**config.mk**
```make
export PLATFORM = sky130hd
export DESIGN_NAME = vga_prefetch_flat
export DESIGN_NICKNAME = d
export VERILOG_FILES = /design/src/rtl/vga_prefetch_if.sv /design/src/rtl/vga_prefetch.sv /design/src/flat_wrapper.sv
export SDC_FILE = /design/constraint.sdc
export NUM_CORES = 1
export LEC_CHECK = 0
export CORE_MARGIN = 3
export CORE_UTILIZATION = 50
export CTS_BUF_LIST = sky130_fd_sc_hd__clkbuf_4
export DETAILED_ROUTE_END_ITERATION = 12
export HOLD_SLACK_MARGIN = 0.12
export PLACE_DENSITY = 0.67
export SETUP_SLACK_MARGIN = 0.1
export SYNTH_ARGS = -nofsm -noshare
export SYNTH_HDL_FRONTEND = slang
export SYNTH_SLANG_ARGS = --single-unit
```
**constraint.sdc**
```tcl
create_clock -name clk -period 9.3 [get_ports clk]
set_input_delay 1.86 -clock clk [delete_from_list [all_inputs] [get_ports clk]]
set_output_delay 1.86 -clock clk [all_outputs]
set_load 0.05 [all_outputs]
```
**src/rtl/vga_prefetch_if.sv**
```systemverilog
// Memory read port between the pixel prefetch buffer and frame memory.
// One request at a time; the address is held until the acknowledge.
interface vga_prefetch_if;
  localparam int unsigned ADDR_W = 19;
  localparam int unsigned DATA_W = 32;

  logic              mem_req;
  logic [ADDR_W-1:0] mem_addr;
  logic              mem_ack;
  logic [DATA_W-1:0] mem_rdata;

  modport master (
    output mem_req,
    output mem_addr,
    input  mem_ack,
    input  mem_rdata
  );

  modport slave (
    input  mem_req,
    input  mem_addr,
    output mem_ack,
    output mem_rdata
  );
endinterface

```
**src/rtl/vga_prefetch.sv**
```systemverilog
// Pixel prefetch buffer: fetches 32-bit frame words ahead of scanout into a
// word FIFO and hands out one little-endian grey byte per pop.
module vga_prefetch #(
  parameter int unsigned DEPTH_LOG2  = 4,
  parameter int unsigned FRAME_WORDS = 76800
) (
  input  logic          clk,
  input  logic          reset,
  input  logic          frame_rst,
  input  logic          pop,
  output logic [7:0]    rd,
  output logic          empty,
  output logic          underflow,
  vga_prefetch_if.master mem
);

  localparam int unsigned DEPTH  = 1 << DEPTH_LOG2;
  localparam int unsigned CNT_W  = DEPTH_LOG2 + 1;
  localparam int unsigned ADDR_W = 19;

  typedef enum logic [1:0] {
    IDLE  = 2'd0,
    REQ   = 2'd1,
    DRAIN = 2'd2
  } state_t;

  state_t                state_q, state_d;
  logic [31:0]           fifo_q [DEPTH];
  logic [DEPTH_LOG2-1:0] wptr_q, wptr_d;
  logic [DEPTH_LOG2-1:0] rptr_q, rptr_d;
  logic [CNT_W-1:0]      count_q, count_d;
  logic [1:0]            bsel_q, bsel_d;
  logic [ADDR_W-1:0]     waddr_q, waddr_d;
  logic [ADDR_W-1:0]     mem_addr_q, mem_addr_d;
  logic                  mem_req_q, mem_req_d;
  logic                  underflow_q, underflow_d;
  logic                  push;
  logic                  pop_word;
  logic [31:0]           head;

  // State register: FSM plus FIFO bookkeeping and the registered memory port.
  always_ff @(posedge clk) begin
    if (reset) begin
      state_q     <= IDLE;
      wptr_q      <= '0;
      rptr_q      <= '0;
      count_q     <= '0;
      bsel_q      <= '0;
      waddr_q     <= '0;
      mem_addr_q  <= '0;
      mem_req_q   <= 1'b0;
      underflow_q <= 1'b0;
    end else begin
      state_q     <= state_d;
      wptr_q      <= wptr_d;
      rptr_q      <= rptr_d;
      count_q     <= count_d;
      bsel_q      <= bsel_d;
      waddr_q     <= waddr_d;
      mem_addr_q  <= mem_addr_d;
      mem_req_q   <= mem_req_d;
      underflow_q <= underflow_d;
    end
  end

  // Word storage; push is already suppressed while flushing.
  always_ff @(posedge clk) begin
    if (push) begin
      fifo_q[wptr_q] <= mem.mem_rdata;
    end
  end

  // Next-state: fetch FSM, byte/word pop, occupancy, and frame flush.
  always_comb begin
    state_d     = state_q;
    wptr_d      = wptr_q;
    rptr_d      = rptr_q;
    count_d     = count_q;
    bsel_d      = bsel_q;
    waddr_d     = waddr_q;
    mem_addr_d  = mem_addr_q;
    mem_req_d   = 1'b0;
    underflow_d = underflow_q;
    push        = 1'b0;
    pop_word    = 1'b0;

    if (pop && !frame_rst) begin
      if (empty) begin
        underflow_d = 1'b1;
      end else if (bsel_q == 2'd3) begin
        bsel_d   = 2'd0;
        pop_word = 1'b1;
      end else begin
        bsel_d = bsel_q + 2'd1;
      end
    end

    case (state_q)
      IDLE: begin
        if (!frame_rst && (count_q < CNT_W'(DEPTH)) &&
            (waddr_q < ADDR_W'(FRAME_WORDS))) begin
          state_d    = REQ;
          mem_addr_d = waddr_q;
        end
      end
      REQ: begin
        // An issued request is never withdrawn; a flush only discards its data.
        if (frame_rst) begin
          state_d = mem.mem_ack ? IDLE : DRAIN;
        end else if (mem.mem_ack) begin
          push    = 1'b1;
          waddr_d = waddr_q + ADDR_W'(1);
          state_d = IDLE;
        end
      end
      DRAIN: begin
        if (mem.mem_ack) begin
          state_d = IDLE;
        end
      end
      default: state_d = IDLE;
    endcase

    mem_req_d = (state_d != IDLE);

    if (push) begin
      wptr_d = wptr_q + DEPTH_LOG2'(1);
    end
    if (pop_word) begin
      rptr_d = rptr_q + DEPTH_LOG2'(1);
    end
    case ({push, pop_word})
      2'b10:   count_d = count_q + CNT_W'(1);
      2'b01:   count_d = count_q - CNT_W'(1);
      default: count_d = count_q;
    endcase

    if (frame_rst) begin
      count_d = '0;
      wptr_d  = '0;
      rptr_d  = '0;
      bsel_d  = '0;
      waddr_d = '0;
    end
  end

  assign empty     = (count_q == '0);
  assign head      = fifo_q[rptr_q];
  assign rd        = empty ? 8'h00 : head[{bsel_q, 3'b000} +: 8];
  assign underflow = underflow_q;

  assign mem.mem_req  = mem_req_q;
  assign mem.mem_addr = mem_addr_q;

  // Only the single in-flight word can arrive, and only when a slot was free.
  a_no_overflow: assert property (@(posedge clk) disable iff (reset)
    push |-> ((count_q < CNT_W'(DEPTH)) || pop_word));

  a_addr_stable: assert property (@(posedge clk) disable iff (reset)
    (mem_req_q && !mem.mem_ack) |=> (mem_req_q && (mem_addr_q == $past(mem_addr_q))));

endmodule
```
**src/flat_wrapper.sv**
```systemverilog
// flat-port wrapper written by rule: the top's interface ports become plain ports
module vga_prefetch_flat 
#(
  parameter int unsigned DEPTH_LOG2  = 4,
  parameter int unsigned FRAME_WORDS = 76800
)
  (clk, reset, frame_rst, pop, rd, empty, underflow, mem_mem_req, mem_mem_addr, mem_mem_ack, mem_mem_rdata);
  vga_prefetch_if mem_i ();
  input  logic clk;
  input  logic reset;
  input  logic frame_rst;
  input  logic pop;
  output logic [7:0] rd;
  output logic empty;
  output logic underflow;
  output wire logic [$bits(mem_i.mem_req)-1:0] mem_mem_req;
  output wire logic [$bits(mem_i.mem_addr)-1:0] mem_mem_addr;
  input wire logic [$bits(mem_i.mem_ack)-1:0] mem_mem_ack;
  input wire logic [$bits(mem_i.mem_rdata)-1:0] mem_mem_rdata;
  assign mem_mem_req = mem_i.mem_req;
  assign mem_mem_addr = mem_i.mem_addr;
  assign mem_i.mem_ack = mem_mem_ack;
  assign mem_i.mem_rdata = mem_mem_rdata;
  vga_prefetch #(.DEPTH_LOG2(DEPTH_LOG2), .FRAME_WORDS(FRAME_WORDS)) u_core (.clk(clk), .reset(reset), .frame_rst(frame_rst), .pop(pop), .rd(rd), .empty(empty), .underflow(underflow), .mem(mem_i));
endmodule
```
### Yosys cells after proc, flatten, opt, wreduce, memory -nomap -nowiden

Memory sizes are Yosys's and may differ from the RTL's. A register that Yosys moved wholly into a read port is not among the register bits.
Index checks and enable logic that the tools add are counted.

| storage, ports and cells | value |
|---|---|
| input port bits | 37 |
| RAM bits | 512 |
| memories | 1 |
| register bits after elaboration | 57 |
| output and inout bits | 30 |
| word-level logic and storage cells | 56 |

Memory list:

| memory | depth | bits a word | rd ports | clocked after memory_dff | write ports | line | text |
|---|---|---|---|---|---|---|---|
| u_core.fifo_q | 16 | 32 | 1 | 1 | 1 | vga_prefetch.sv:28 | `logic [31:0] fifo_q [DEPTH];` |

| operators by class | value |
|---|---|
| muxes and demuxes | 18 |
| reduce and logical (&&, ||, !) cells | 13 |
| shift operators | 1 |
| equality and inequality tests | 5 |
| bitwise operators | 1 |
| $lt $le $gt $ge | 2 |
| $add $sub $neg | 6 |

Operators by type and width:

| operator | number |
|---|---|
| $shiftx 32x6->8 | 1 |
| $add 19x1->19 const B | 1 |
| $lt 19x17->1 const B | 1 |
| $mux 2 | 5 |
| $pmux 5 s2 | 1 |
| $add 4x1->4 const B | 2 |
| $mux 1 | 8 |
| $mux 4 | 2 |
| $mux 8 | 1 |
| $reduce_and 2->1 | 4 |
| $eq 2x2->1 const B | 3 |
| $pmux 2 s3 | 1 |
| $add 5x1->5 const B | 1 |
| $logic_not 5->1 | 1 |
| $lt 5x5->1 const B | 1 |
| $sub 5x1->5 const B | 1 |
| $eq 2x1->1 const B | 2 |
| $reduce_bool 2->1 | 2 |
| $logic_and 1x1->1 | 3 |
| $add 2x1->2 const B | 1 |
| $logic_not 2->1 | 1 |
| $reduce_or 2->1 | 1 |
| $logic_not 1->1 | 1 |
| $not 1->1 | 1 |

### Logic depth before layout (Yosys ltp)

Gate-level depths: netlist of run 1.

| depth | value |
|---|---|
| depth in word-level cells | 6 |
| depth in mapped cells | 11 |
| depth with buffers taken out | 10 |

### Worst setup path before layout of run 1

Ideal clock, no wire load.

| path | value |
|---|---|
| path type | input-to-reg |
| start point | input port frame_rst |
| end point | memory u_core.fifo_q[3][0] (enable) |
| arrival | 4753 ps |
| path buffers | 1 |
| stages | 4 |
| data required time | 8839 ps |
| library setup time | 461 ps |
| setup slack | 4086 ps |
| cells stage by stage | clkbuf_1 -> nor2_1 -> nand2_1 -> nor3_1 |

| on the way | value |
|---|---|
| cells in the longest elaborated chain, start to end | 4 |

RTL lines:

| element | line | text |
|---|---|---|
| start, declared | flat_wrapper.sv:11 | `input logic frame_rst;` |
| $mux 1 | vga_prefetch.sv:108 | `if (frame_rst) begin` |
| $mux 1 | vga_prefetch.sv:98 | `case (state_q)` |
| $mux 1 | vga_prefetch.sv:68 | `if (push) begin` |
| $mux 1 (implied by the code) | vga_prefetch.sv:69 | `fifo_q[wptr_q] <= mem.mem_rdata;` |
| end, declared | vga_prefetch.sv:28 |  |

Every way passes these cells.

==> out/summary.txt, run 1 <==
maximum ir drop on the vdd rail -> 120 uV
global-route wire length before repair -> 75200 um
number of input and output port buffers inserted -> 66
post-detailed-routing wire length -> 50200 um
H-tree depth reported by CTS -> 4
Layout Cell Area excl Fill -> 25600 um^2
power density normalized to cell area -> 197 nW/um^2
Peak Freq -> 0.153 GHz
Setup Crit Path Kind -> reg2out
setup repair after global routing missed its margin -> no
via count of the first global-routing pass -> 12200
cell type group with the largest total delay on the critical path -> buffers and inverters
antenna-violating nets left -> 0
total standard cell area after synthesis -> 22300 um^2
final weighted congestion of routability-driven global placement -> 0.743
hold violation count in the final report -> 0
Post-Synthesis Cells -> 1153
largest fanout on the critical path -> 55
Cell Rows -> 76
required arrival time at the worst endpoint -> 7.44 ns
count of vias placed by the detailed router -> 11800
cell taking the most area after synthesis -> sky130_fd_sc_hd__edfxtp_1
worst hold-check slack -> 0.482 ns
total clock buffers created by CTS -> 144
Layout Cells excl Fill -> 2007
count of filler cells inserted in the layout -> 3255
Synth top cells by count -> sky130_fd_sc_hd__edfxtp_1 (512), sky130_fd_sc_hd__mux4_2 (126), sky130_fd_sc_hd__nor2_1 (66)
total of endpoints with negative setup slack in the final report -> 0
Post-synth ARST share -> 0
wire per inst -> 25.0 um
Via-to-Cell Ratio -> 5.88
placed cells -> 1765
Max Cap Viol -> 0
data arrival at the endpoint of the critical path -> 4.68 ns
flip-flop cell with the highest count after synthesis -> sky130_fd_sc_hd__edfxtp_1
first-pass detailed-route iteration total -> 5
part of the Yosys area used for sequential elements -> 0.743
post-route DRC violation count -> 0
clock root buffer master -> sky130_fd_sc_hd__clkbuf_4
die outline width -> 217 um
number of top-level pins -> 67
leakage power -> 0.00803 uW
pin count of the biggest net entering global routing -> 92
crit share post-route -> 0.704
latest clock arrival within the worst-skew pair -> 0.84 ns
die boundary height -> 217 um
worst min-delay path class -> reg2reg
number of DRC markers after the initial detailed-route iteration -> 1171
Worst Setup Slack post-DPL -> 3.63 ns
effective utilization at floorplan -> 0.512
Clock Pin Slew Worst Setup and Hold Paths -> 0.06 ns
clock tree from TritonCTS -> done
Mapped Nets -> 1200
number of storage elements in the synthesis netlist -> 573
placeable core region -> 43600 um^2
top cell type's share of synthesized area -> 0.688
GR Util All Layers -> 0.217
Post-Route Setup TNS -> 0 ns
count of cells resized by post-cts repair -> 0
startpoint of the tightest hold check path -> u_core.mem.mem_addr[16]$_SDFFE_PP0P_
count of synthesis-stage warnings from yosys -> 0
actual slew at the worst max-slew pin -> 1.21 ns
Setup Skew -> 0.0320 ns
outcome -> finished, final reports clean
longest individual stage delay on the worst path -> 0.95 ns
nature of the critical path endpoint -> output pin
number of unique standard cell types used by synthesis -> 59
Clock Sink Count -> 573
initial antenna violation count -> 4
buffers inserted by post-CTS timing repair -> 0
hold-fix buffer count after cts -> 0
fraction of layout cells with a size suffix above 1 -> 0.293
Avg Cell Area, Syn -> 19.4 um^2
library cell contributing the largest single delay on the critical path -> sky130_fd_sc_hd__dfxtp_4
final critical delay including setup and external delays -> 6.54 ns
top cells by area, synth -> sky130_fd_sc_hd__edfxtp_1 (69%), sky130_fd_sc_hd__mux4_2 (13%), sky130_fd_sc_hd__dfxtp_1 (5.5%)
Final WS setup -> 2.76 ns
layout overhead on the synthesized area -> 14.4%
full die area -> 47300 um^2
Worst slew margin -> 0.193
number of enable flip-flop cells after synthesis -> 512
buffers from clock root to sink, at most -> 3
Critical path buffers and inverters -> 2
gr ovfl total -> 0
most common cell in the synthesized netlist -> sky130_fd_sc_hd__edfxtp_1
# nets final -> 1373
placement-stage cell area -> 23700 um^2
Max Slew Vio Count -> 0
crit path launch type -> register
detailed placement HPWL -> 26300 um
origin of the critical flop-to-flop path -> u_core.bsel_q[0]$_SDFFE_PP0P_
cell-by-cell trace of the critical path -> buf_4, mux4_2, mux2i_1, a2111oi_0, nor2_1, o21ai_1, clkdlybuf4s50_1
routing by layer:
metal,vias to the layer above,global-route usage,share of wire
met4,4,0.0741,0.021
met5,-,0,0.00036
met2,496,0.340,0.49
met1,6090,0.300,0.41
met3,91,0.0578,0.081
li1,5124,-,-
cell type report:
type | instances | area (um^2) | share of cell area
sequential | 573 | 16600 | 0.650
multi-input combinational | 500 | 5430 | 0.212
clock buffer | 213 | 1600 | 0.0626
timing repair buffer | 92 | 868 | 0.0340
tap | 585 | 732 | 0.0286
clock inverter | 27 | 267 | 0.0104
inverter | 15 | 56.3 | 0.00220
antenna | 2 | 5.00 | 0.000196
kinds of logic (layout without fill, tap and decap cells):
logic type | Yosys count | in the layout | share of synthesized area
flip-flops | 573 | 573 | 0.743
AND/OR/NAND/NOR | 183 | 183 | 0.0399
multiplexers | 167 | 167 | 0.146
AO/OA/AOI/OAI | 117 | 117 | 0.0379
buffers and inverters | 80 | 347 | 0.0191
XOR/XNOR | 23 | 23 | 0.00902
adder cells (fa/ha/maj) | 10 | 10 | 0.00560
other | 0 | 2 | 0
power by group:
part | total (uW) | switching (uW) | internal, uW
Combinational | 79.4 | 53.4 | 26.0
Sequential | 2810 | 1.97 | 2800
Clock | 2150 | 946 | 1200
Total | 5040 | 1000 | 4030
path summary, 6_finish.rpt:
kind | slack, ns | end | cells after the start
max | 2.76 | rd[1] | 7
min | 0.48 | u_core.mem.mem_addr[16]$_SDFFE_PP0P_ | 2
max reg2reg | 5.83 | u_core.count_q[3]$_SDFFE_PP0P_ | 10
min reg2reg | 0.48 | u_core.mem.mem_addr[16]$_SDFFE_PP0P_ | 2
layout by cell type, fill, tap and decap left out, types with 6 or more instances in the layout:
| cell type | instances |
|---|---|
| sky130_fd_sc_hd__a221oi_1 | 11 |
| sky130_fd_sc_hd__clkinv_1 | 13 |
| sky130_fd_sc_hd__nor3_1 | 18 |
| sky130_fd_sc_hd__nor2_4 | 12 |
| sky130_fd_sc_hd__nor2b_1 | 8 |
| sky130_fd_sc_hd__dfxtp_1 | 58 |
| sky130_fd_sc_hd__nand2b_1 | 8 |
| sky130_fd_sc_hd__a21oi_1 | 32 |
| sky130_fd_sc_hd__mux4_2 | 126 |
| sky130_fd_sc_hd__clkdlybuf4s50_1 | 66 |
| sky130_fd_sc_hd__inv_1 | 15 |
| sky130_fd_sc_hd__or3_1 | 13 |
| sky130_fd_sc_hd__nand2_1 | 30 |
| sky130_fd_sc_hd__o22ai_1 | 13 |
| sky130_fd_sc_hd__mux2_2 | 7 |
| sky130_fd_sc_hd__edfxtp_1 | 512 |
| sky130_fd_sc_hd__bufinv_16 | 6 |
| sky130_fd_sc_hd__clkbuf_4 | 213 |
| sky130_fd_sc_hd__ha_1 | 10 |
| sky130_fd_sc_hd__a22oi_1 | 7 |
| sky130_fd_sc_hd__a22o_1 | 12 |
| sky130_fd_sc_hd__o21ai_0 | 9 |
| sky130_fd_sc_hd__xor2_1 | 10 |
| sky130_fd_sc_hd__mux2i_1 | 34 |
| sky130_fd_sc_hd__buf_4 | 25 |
| sky130_fd_sc_hd__nor2_1 | 54 |
| sky130_fd_sc_hd__xnor2_1 | 13 |
| sky130_fd_sc_hd__nand3_1 | 9 |
flip-flops by register name, indices dropped and copies added (netlist names), named ones only:
name,cells
u_core.waddr_q,19
u_core.state_q,2
u_core.bsel_q,2
u_core.wptr_q,4
u_core.underflow,1
u_core.fifo_q,512
u_core.mem.mem_req,1
u_core.mem.mem_addr,19
u_core.count_q,5
u_core.rptr_q,4
worst register-to-register path, cell delays in order (launching register included):
cell and delay, ns:
sky130_fd_sc_hd__dfxtp_1 0.31, sky130_fd_sc_hd__buf_4 0.35, sky130_fd_sc_hd__ha_1 0.25, sky130_fd_sc_hd__nand3b_1 0.18, sky130_fd_sc_hd__a21oi_1 0.49, sky130_fd_sc_hd__ha_1 0.48, sky130_fd_sc_hd__or3b_2 0.47, sky130_fd_sc_hd__a21boi_0 0.23
sky130_fd_sc_hd__nor3_1 0.07, sky130_fd_sc_hd__or3b_2 0.44, sky130_fd_sc_hd__a21oi_1 0.14
metrics by stage:
step / util / power (uW)
floorplan: - / 2890
global placement: 0.543 / 2940
detailed placement: 0.543 / 2940
CTS: 0.586 / 5090
global route: 0.586 / 5230
finish: 0.586 / 5040
Power figures use the tool's default switching activity.
==> run 2, diff against run 1 <==
PLACE_DENSITY = 0.7   (was 0.67)
clock period = 5.4 ns   (was 9.3 ns; I/O delays follow)
==> out/summary.txt, run 2 (synthesis results as in run 1) <==
library cell contributing the largest single delay on the critical path -> sky130_fd_sc_hd__clkdlybuf4s50_1
Via-to-Cell Ratio -> 5.81 (-1.3%)
first-pass detailed-route iteration total -> 5 (unchanged)
die boundary height -> 217 um (unchanged)
actual slew at the worst max-slew pin -> 1.23 ns (+0.0224 ns)
H-tree depth reported by CTS -> 4 (unchanged)
required arrival time at the worst endpoint -> 4.32 ns (-3.12 ns)
total of endpoints with negative setup slack in the final report -> 0 (unchanged)
Worst slew margin -> 0.178 (-0.0149)
hold violation count in the final report -> 0 (unchanged)
pin count of the biggest net entering global routing -> 39 (-58%)
Clock Sink Count -> 573 (unchanged)
largest fanout on the critical path -> 27 (-51%)
gr ovfl total -> 0 (unchanged)
cell-by-cell trace of the critical path -> or2_2, o22ai_1, a2111oi_0, nor2_1, o21ai_1, clkdlybuf4s50_1
data arrival at the endpoint of the critical path -> 3.90 ns (-0.78 ns)
number of input and output port buffers inserted -> 66 (unchanged)
met2 WL post-DR -> 24700 um (+0.83%)
register cell area after layout -> 16600 um^2 (about the same)
power density normalized to cell area -> 334 nW/um^2 (+69%)
global-route wire length before repair -> 75100 um (-0.24%)
die outline width -> 217 um (unchanged)
clock root buffer master -> sky130_fd_sc_hd__clkbuf_4
count of vias placed by the detailed router -> 11800 (-0.16%)
worst hold-check slack -> 0.469 ns (-0.0127 ns)
leakage power -> 0.00812 uW (+1.1%)
Max Cap Viol -> 0 (unchanged)
clock tree from TritonCTS -> done
fraction of layout cells with a size suffix above 1 -> 0.301 (+0.00836)
Cell Rows -> 76 (unchanged)
layout overhead on the synthesized area -> 15.4%
most common library cell in the layout ignoring fill and taps -> sky130_fd_sc_hd__edfxtp_1
number of top-level pins -> 67 (unchanged)
post-detailed-routing wire length -> 49800 um (-0.84%)
via count of the first global-routing pass -> 12400 (+1.4%)
area occupied by multi-input gates -> 5440 um^2 (+0.14%)
maximum ir drop on the vdd rail -> 159 uV (+33%)
effective utilization at floorplan -> 0.512 (unchanged)
Setup Skew -> 0.0504 ns (+0.0184 ns)
total clock buffers created by CTS -> 144 (unchanged)
buffers from clock root to sink, at most -> 3 (unchanged)
count of filler cells inserted in the layout -> 3230 (-0.77%)
Setup Crit Path Kind -> reg2out
Final Power -> 8600 uW (+71%)
nature of the critical path endpoint -> output pin
share of the core filled with cells in the final layout -> 0.591 (+0.00484)
wire per inst -> 24.5 um (-2.0%)
antenna-violating nets left -> 0 (unchanged)
setup repair after global routing missed its margin -> no
number of DRC markers after the initial detailed-route iteration -> 1149 (-1.9%)
highest-count cells in the layout ignoring fill and taps -> sky130_fd_sc_hd__edfxtp_1 (512), sky130_fd_sc_hd__clkbuf_4 (211), sky130_fd_sc_hd__mux4_2 (126)
Clock Pin Slew Worst Setup and Hold Paths -> 0.07 ns (about the same)
longest individual stage delay on the worst path -> 0.87 ns (-0.08 ns)
highest metal layer with signal wires -> met5
full die area -> 47300 um^2 (unchanged)
final critical delay including setup and external delays -> 4.98 ns
Max Slew Vio Count -> 0 (unchanged)
routed length on met1 -> 20600 um (-0.28%)
outcome -> finished, final reports clean
GR Util All Layers -> 0.217 (about the same)
latest clock arrival within the worst-skew pair -> 0.97 ns (+0.13 ns)
DR WL met3 -> 3700 um (-9.1%)
Post-Route Setup TNS -> 0 ns (unchanged)
initial antenna violation count -> 4 (unchanged)
Peak Freq -> 0.201 GHz
crit path launch type -> register
Layout Cell Area excl Fill -> 25800 um^2 (+0.83%)
placement-stage cell area -> 23800 um^2 (+0.64%)
detailed placement HPWL -> 27500 um (+4.7%)
worst min-delay path class -> reg2reg
Top reg by flops -> u_core.fifo_q
crit share post-route -> 0.923
final weighted congestion of routability-driven global placement -> 0.792 (+6.6%)
placeable core region -> 43600 um^2 (unchanged)
post-route DRC violation count -> 0 (unchanged)
flip-flop count of the largest register after layout -> 512 (unchanged)
# nets final -> 1384 (+0.80%)
-- run 2: cell count changes in the layout (fill, tap and decap cells not counted), moves of 3 or more --
cell and delta:
sky130_fd_sc_hd__clkdlybuf4s50_1 -4, sky130_fd_sc_hd__diode_2 +6, sky130_fd_sc_hd__inv_2 +4, sky130_fd_sc_hd__clkinv_1 +9, sky130_fd_sc_hd__buf_12 +9, sky130_fd_sc_hd__buf_4 +4, sky130_fd_sc_hd__clkinv_2 -3
-- run 2: final cells by class --
cell class,count,share of cell area
Antenna cell,8,0.000777
Timing Repair Buffer,103,0.0424
Tap cell,585,0.0284
Inverter,15,0.00218
Sequential cell,573,0.644
Clock inverter,35,0.00932
Multi-Input combinational cell,500,0.211
Clock buffer,211,0.0615
-- run 2: what timing repair did --
item,CTS,global route
endpoints found under the setup margin,8,7
hold buffers,0,0
resized for setup,4,1
buffers inserted,1,2
-- run 2: through the flow --
stage,setup WS [ns],instances
finish,0.418,2030
global route,0.138,2025
CTS,0.124,2020
detailed placement,0.868,1773
global placement,0.883,1773
floorplan,0.966,1153
-- run 2: power by group --
part	internal, uW	switching (uW)
combinational	44.3	91.7
clock	1970	1660
sequential	4830	3.35
-- run 2: critical path, delay by kind of cell, from the launching register on --
family,cells,cell delay [ns]
compound gates,3,0.87
buf+inv,1,0.87
flops,1,0.64
simple gates,2,0.56
-- run 2: metal layers --
layer,global-route usage,vias to the layer above
met2,0.343,451
met5,0,-
li1,-,5168
met3,0.0655,71
met4,0.0765,2
met1,0.291,6094
-- run 2: final timing paths --
| check | start | end | slack [ns] | cells after the start |
|---|---|---|---|---|
| max | register | rd[1] | 0.42 | 6 |
| min | u_core.mem.mem_addr[16]$_SDFFE_PP0P_ | u_core.mem.mem_addr[16]$_SDFFE_PP0P_ | 0.47 | 2 |
| min reg2reg | u_core.mem.mem_addr[16]$_SDFFE_PP0P_ | u_core.mem.mem_addr[16]$_SDFFE_PP0P_ | 0.47 | 2 |
| max reg2reg | u_core.bsel_q[0]$_SDFFE_PP0P_ | u_core.count_q[3]$_SDFFE_PP0P_ | 1.81 | 10 |
==> run 3, diff against run 2 <==
ABC_AREA = 1   (was default)
CAP_MARGIN = 20   (was default)
PLACE_DENSITY = 0.69   (was 0.7)
SLEW_MARGIN = 30   (was default)
==> out/summary.txt, run 3 <==
outcome -> finished, final reports clean
maximum ir drop on the vdd rail -> 190 uV (+19%)
buffers from clock root to sink, at most -> 3 (unchanged)
number of enable flip-flop cells after synthesis -> 512 (unchanged)
Post-synth ARST share -> 0 (unchanged)
initial antenna violation count -> 3 (-1)
effective utilization at floorplan -> 0.514 (+0.00160)
Worst slew margin -> 0.296 (+0.118)
number of input and output port buffers inserted -> 66 (unchanged)
setup slack of the most critical reg-to-reg path -> 2.65 ns (+0.84 ns)
cell taking the most area after synthesis -> sky130_fd_sc_hd__edfxtp_1
hold-fix buffer count after cts -> 0 (unchanged)
post-route DRC violation count -> 0 (unchanged)
combinational share of power -> 0.024 (+0.008)
latest clock arrival within the worst-skew pair -> 0.87 ns (-0.10 ns)
number of top-level pins -> 67 (unchanged)
origin of the critical flop-to-flop path -> u_core.state_q[0]$_SDFF_PP0_
part of the Yosys area used for sequential elements -> 0.703 (-0.0397)
crit share post-route -> 0.918 (-0.00415)
first-pass detailed-route iteration total -> 6 (+1)
data arrival at the endpoint of the critical path -> 3.88 ns (-0.02 ns)
Cell Rows -> 78 (+2.6%)
reg-to-reg critical path endpoint -> u_core.fifo_q[9][13]$_DFFE_PP_
total clock buffers created by CTS -> 146 (+1.4%)
final weighted congestion of routability-driven global placement -> 0.778 (-1.8%)
global-route wire length before repair -> 91200 um (+21%)
fraction of the mapped netlist area in simple logic gates -> 0.220 (+0.180)
wire per inst -> 20.4 um (-17%)
number of unique standard cell types used by synthesis -> 39 (-34%)
required arrival time at the worst endpoint -> 4.32 ns (about the same)
layout overhead on the synthesized area -> 12.9%
Avg Cell Area, Syn -> 11.4 um^2 (-41%)
XOR/XNOR share of the synthesized area -> 0.00260 (-0.00642)
placeable core region -> 46000 um^2 (+5.3%)
die outline width -> 223 um (+2.7%)
Clock Pin Slew Worst Setup and Hold Paths -> 0.06 ns (about the same)
power density normalized to cell area -> 330 nW/um^2 (-1.2%)
post-detailed-routing wire length -> 59700 um (+20%)
most common library cell in the layout ignoring fill and taps -> sky130_fd_sc_hd__nand2_1
largest family of logic cells by synthesized area -> simple AND/OR/NAND/NOR gates
clock group share of total power -> 0.424 (+0.002)
highest-count cells in the layout ignoring fill and taps -> sky130_fd_sc_hd__nand2_1 (677), sky130_fd_sc_hd__edfxtp_1 (512), sky130_fd_sc_hd__nand3_1 (429)
Setup Skew -> 0.0688 ns (+0.0184 ns)
worst setup path endpoint -> rd[7]
Synth top cells by count -> sky130_fd_sc_hd__nand2_1 (677), sky130_fd_sc_hd__edfxtp_1 (512), sky130_fd_sc_hd__nand3_1 (429)
top cell type's share of synthesized area -> 0.651 (-0.0368)
top cells by area, synth -> sky130_fd_sc_hd__edfxtp_1 (65%), sky130_fd_sc_hd__nand2_1 (11%), sky130_fd_sc_hd__nand3_1 (9.1%)
worst min-delay path class -> reg2reg
actual slew at the worst max-slew pin -> 1.06 ns (-0.176 ns)
post-synthesis compound-gate area fraction -> 0.0249 (-0.0130)
flip-flop count of the largest register after layout -> 512 (unchanged)
gr ovfl total -> 0 (unchanged)
switching power of the nets -> 1840 uW (+5.1%)
crit path launch type -> register
GR Util All Layers -> 0.238 (+0.0208)
sequential cell fraction of total power -> 0.552 (-0.010)
Top reg by flops -> u_core.fifo_q
Max Cap Viol -> 0 (unchanged)
switch share -> 0.210 (+0.00575)
placement-stage cell area -> 24700 um^2 (+3.7%)
fraction of layout cells with a size suffix above 1 -> 0.142 (-0.159)
Layout Cell Area excl Fill -> 26700 um^2 (+3.4%)
Final Power -> 8790 uW (+2.2%)
H-tree depth reported by CTS -> 4 (unchanged)
Setup Crit Path Kind -> reg2out
die boundary height -> 223 um (+2.7%)
total standard cell area after synthesis -> 23600 um^2 (+5.6%)
nature of the critical path endpoint -> output pin
placed cells -> 2661 (+50%)
Worst Reg-to-Reg Cells -> 5 (-5)
count of vias placed by the detailed router -> 16400 (+39%)
Max Slew Vio Count -> 0 (unchanged)
flip-flop cell with the highest count after synthesis -> sky130_fd_sc_hd__edfxtp_1
antenna-violating nets left -> 0 (unchanged)
Via-to-Cell Ratio -> 5.62 (-3.2%)
pin count of the biggest net entering global routing -> 129 (+230%)
Post-Route Setup TNS -> 0 ns (unchanged)
Final WS setup -> 0.440 ns (+0.0224 ns)
Peak Freq -> 0.202 GHz (+0.45%)
leakage power -> 0.00969 uW (+19%)
full die area -> 49900 um^2 (+5.5%)
Mapped Nets -> 2119 (+77%)
count of synthesis-stage warnings from yosys -> 0 (unchanged)
hold violation count in the final report -> 0 (unchanged)
Pint -> 6940 uW (+1.5%)
number of storage elements in the synthesis netlist -> 573 (unchanged)
largest fanout on the critical path -> 117 (+330%)
via count of the first global-routing pass -> 16200 (+31%)
total of endpoints with negative setup slack in the final report -> 0 (unchanged)
synthesized-area fraction occupied by adder cells -> 0.00530 (-0.000299)
clock root buffer master -> sky130_fd_sc_hd__clkbuf_4
Layout Cells excl Fill -> 2920 (+44%)
mux contribution to synthesized area -> 0 (-0.146)
Worst Setup Slack post-DPL -> 1.10 ns (+0.235 ns)
most common cell in the synthesized netlist -> sky130_fd_sc_hd__nand2_1
Post-Synthesis Cells -> 2072 (+80%)
clock tree from TritonCTS -> done
final critical delay including setup and external delays -> 4.96 ns (-0.0224 ns)
# nets final -> 2257 (+63%)
number of DRC markers after the initial detailed-route iteration -> 1828 (+59%)
count of filler cells inserted in the layout -> 3698 (+14%)
Clock Sink Count -> 573 (unchanged)
detailed placement HPWL -> 31400 um (+14%)
setup repair after global routing missed its margin -> no
[run 3: cell types whose count changed in the layout (fill, tap and decap cells not counted), sizes merged, moves of 12 or more]
cell / before / now
mux2i: 34 / 0
inv: 23 / 64
a22o: 12 / 0
o21ai: 13 / 38
a221oi: 13 / 0
a21oi: 32 / 60
clkinv: 22 / 37
or3: 13 / 0
mux4: 126 / 0
nand3: 9 / 435
nand2: 30 / 681
o22ai: 13 / 0
[run 3: worst min path at each step]
stage	startpoint	endpoint	slack, ns	cells after the start
after floorplan	u_core.waddr_q[8]$_SDFFE_PP0P_	u_core.waddr_q[8]$_SDFFE_PP0P_	0.44	2
after global placement	u_core.mem.mem_addr[18]$_SDFFE_PP0P_	u_core.mem.mem_addr[18]$_SDFFE_PP0P_	0.43	2
after detailed placement	u_core.mem.mem_addr[17]$_SDFFE_PP0P_	u_core.mem.mem_addr[17]$_SDFFE_PP0P_	0.44	2
after CTS	u_core.mem.mem_addr[17]$_SDFFE_PP0P_	u_core.mem.mem_addr[17]$_SDFFE_PP0P_	0.46	2
after global routing	u_core.mem.mem_addr[17]$_SDFFE_PP0P_	u_core.mem.mem_addr[17]$_SDFFE_PP0P_	0.47	2
final	u_core.mem.mem_addr[17]$_SDFFE_PP0P_	u_core.mem.mem_addr[17]$_SDFFE_PP0P_	0.45	2
[run 3: worst max-delay path: stages (launching register included)]
cell and delay [ns]:
sky130_fd_sc_hd__dfxtp_4 0.69, sky130_fd_sc_hd__buf_12 0.51, sky130_fd_sc_hd__nand2_1 0.12, sky130_fd_sc_hd__nand3_1 0.13, sky130_fd_sc_hd__nand3_1 0.10, sky130_fd_sc_hd__nand2_1 0.09
sky130_fd_sc_hd__nand2_1 0.05, sky130_fd_sc_hd__nand3_1 0.14, sky130_fd_sc_hd__nand3_1 0.10, sky130_fd_sc_hd__a21oi_1 0.20, sky130_fd_sc_hd__clkdlybuf4s50_1 0.86
[run 3: cells by family (layout without fill, tap and decap cells)]
group / Yosys count / count (layout)
AOI/OAI and AO/OA: 110 / 110
xor gates and xnor gates: 7 / 7
adders and majority gates: 10 / 10
buffers and inverters: 182 / 427
DFF: 573 / 573
other: 0 / 3
and+or+nand+nor: 1190 / 1190
[run 3: through the flow]
stage | utilization | hold slack, ns
after floorplan | - | 0.444
after global placement | 0.538 | 0.431
after detailed placement | 0.538 | 0.445
after CTS | 0.579 | 0.455
after global routing | 0.580 | 0.468
final | 0.580 | 0.453
[run 3: power by group through the flow]
stage                     Combinational (uW)  Sequential (uW)  Clock [uW]
after floorplan                         61.3             4980           0
after global placement                   209             4940           0
after detailed placement                 213             4940           0
after CTS                                214             4850        3790
after global routing                     232             4840        4040
final                                    214             4850        3730
[run 3: repair_timing]
item,4_1_cts,5_1_grt
setup endpoints to repair,0,5
setup buffers,0,1
gates resized for setup,0,1
[run 3: area by class of cell]
| type | count | area [um^2] | area share |
|---|---|---|---|
| Clock buffer | 213 | 1600 | 0.0600 |
| Inverter | 65 | 259 | 0.00972 |
| Antenna cell | 3 | 7.51 | 0.000282 |
| Tap cell | 600 | 751 | 0.0282 |
| Timing Repair Buffer | 107 | 1040 | 0.0390 |
| Sequential cell | 573 | 16600 | 0.623 |
| Clock inverter | 42 | 300 | 0.0113 |
| Multi-Input combinational cell | 1317 | 6090 | 0.229 |
[run 3: layer usage]
layer	share of wire	track usage	vias to the layer above
li1	-	-	7606
met1	0.40	0.312	7868
met2	0.48	0.388	818
met3	0.094	0.0522	116
met4	0.025	0.0966	0
met5	0	0	-
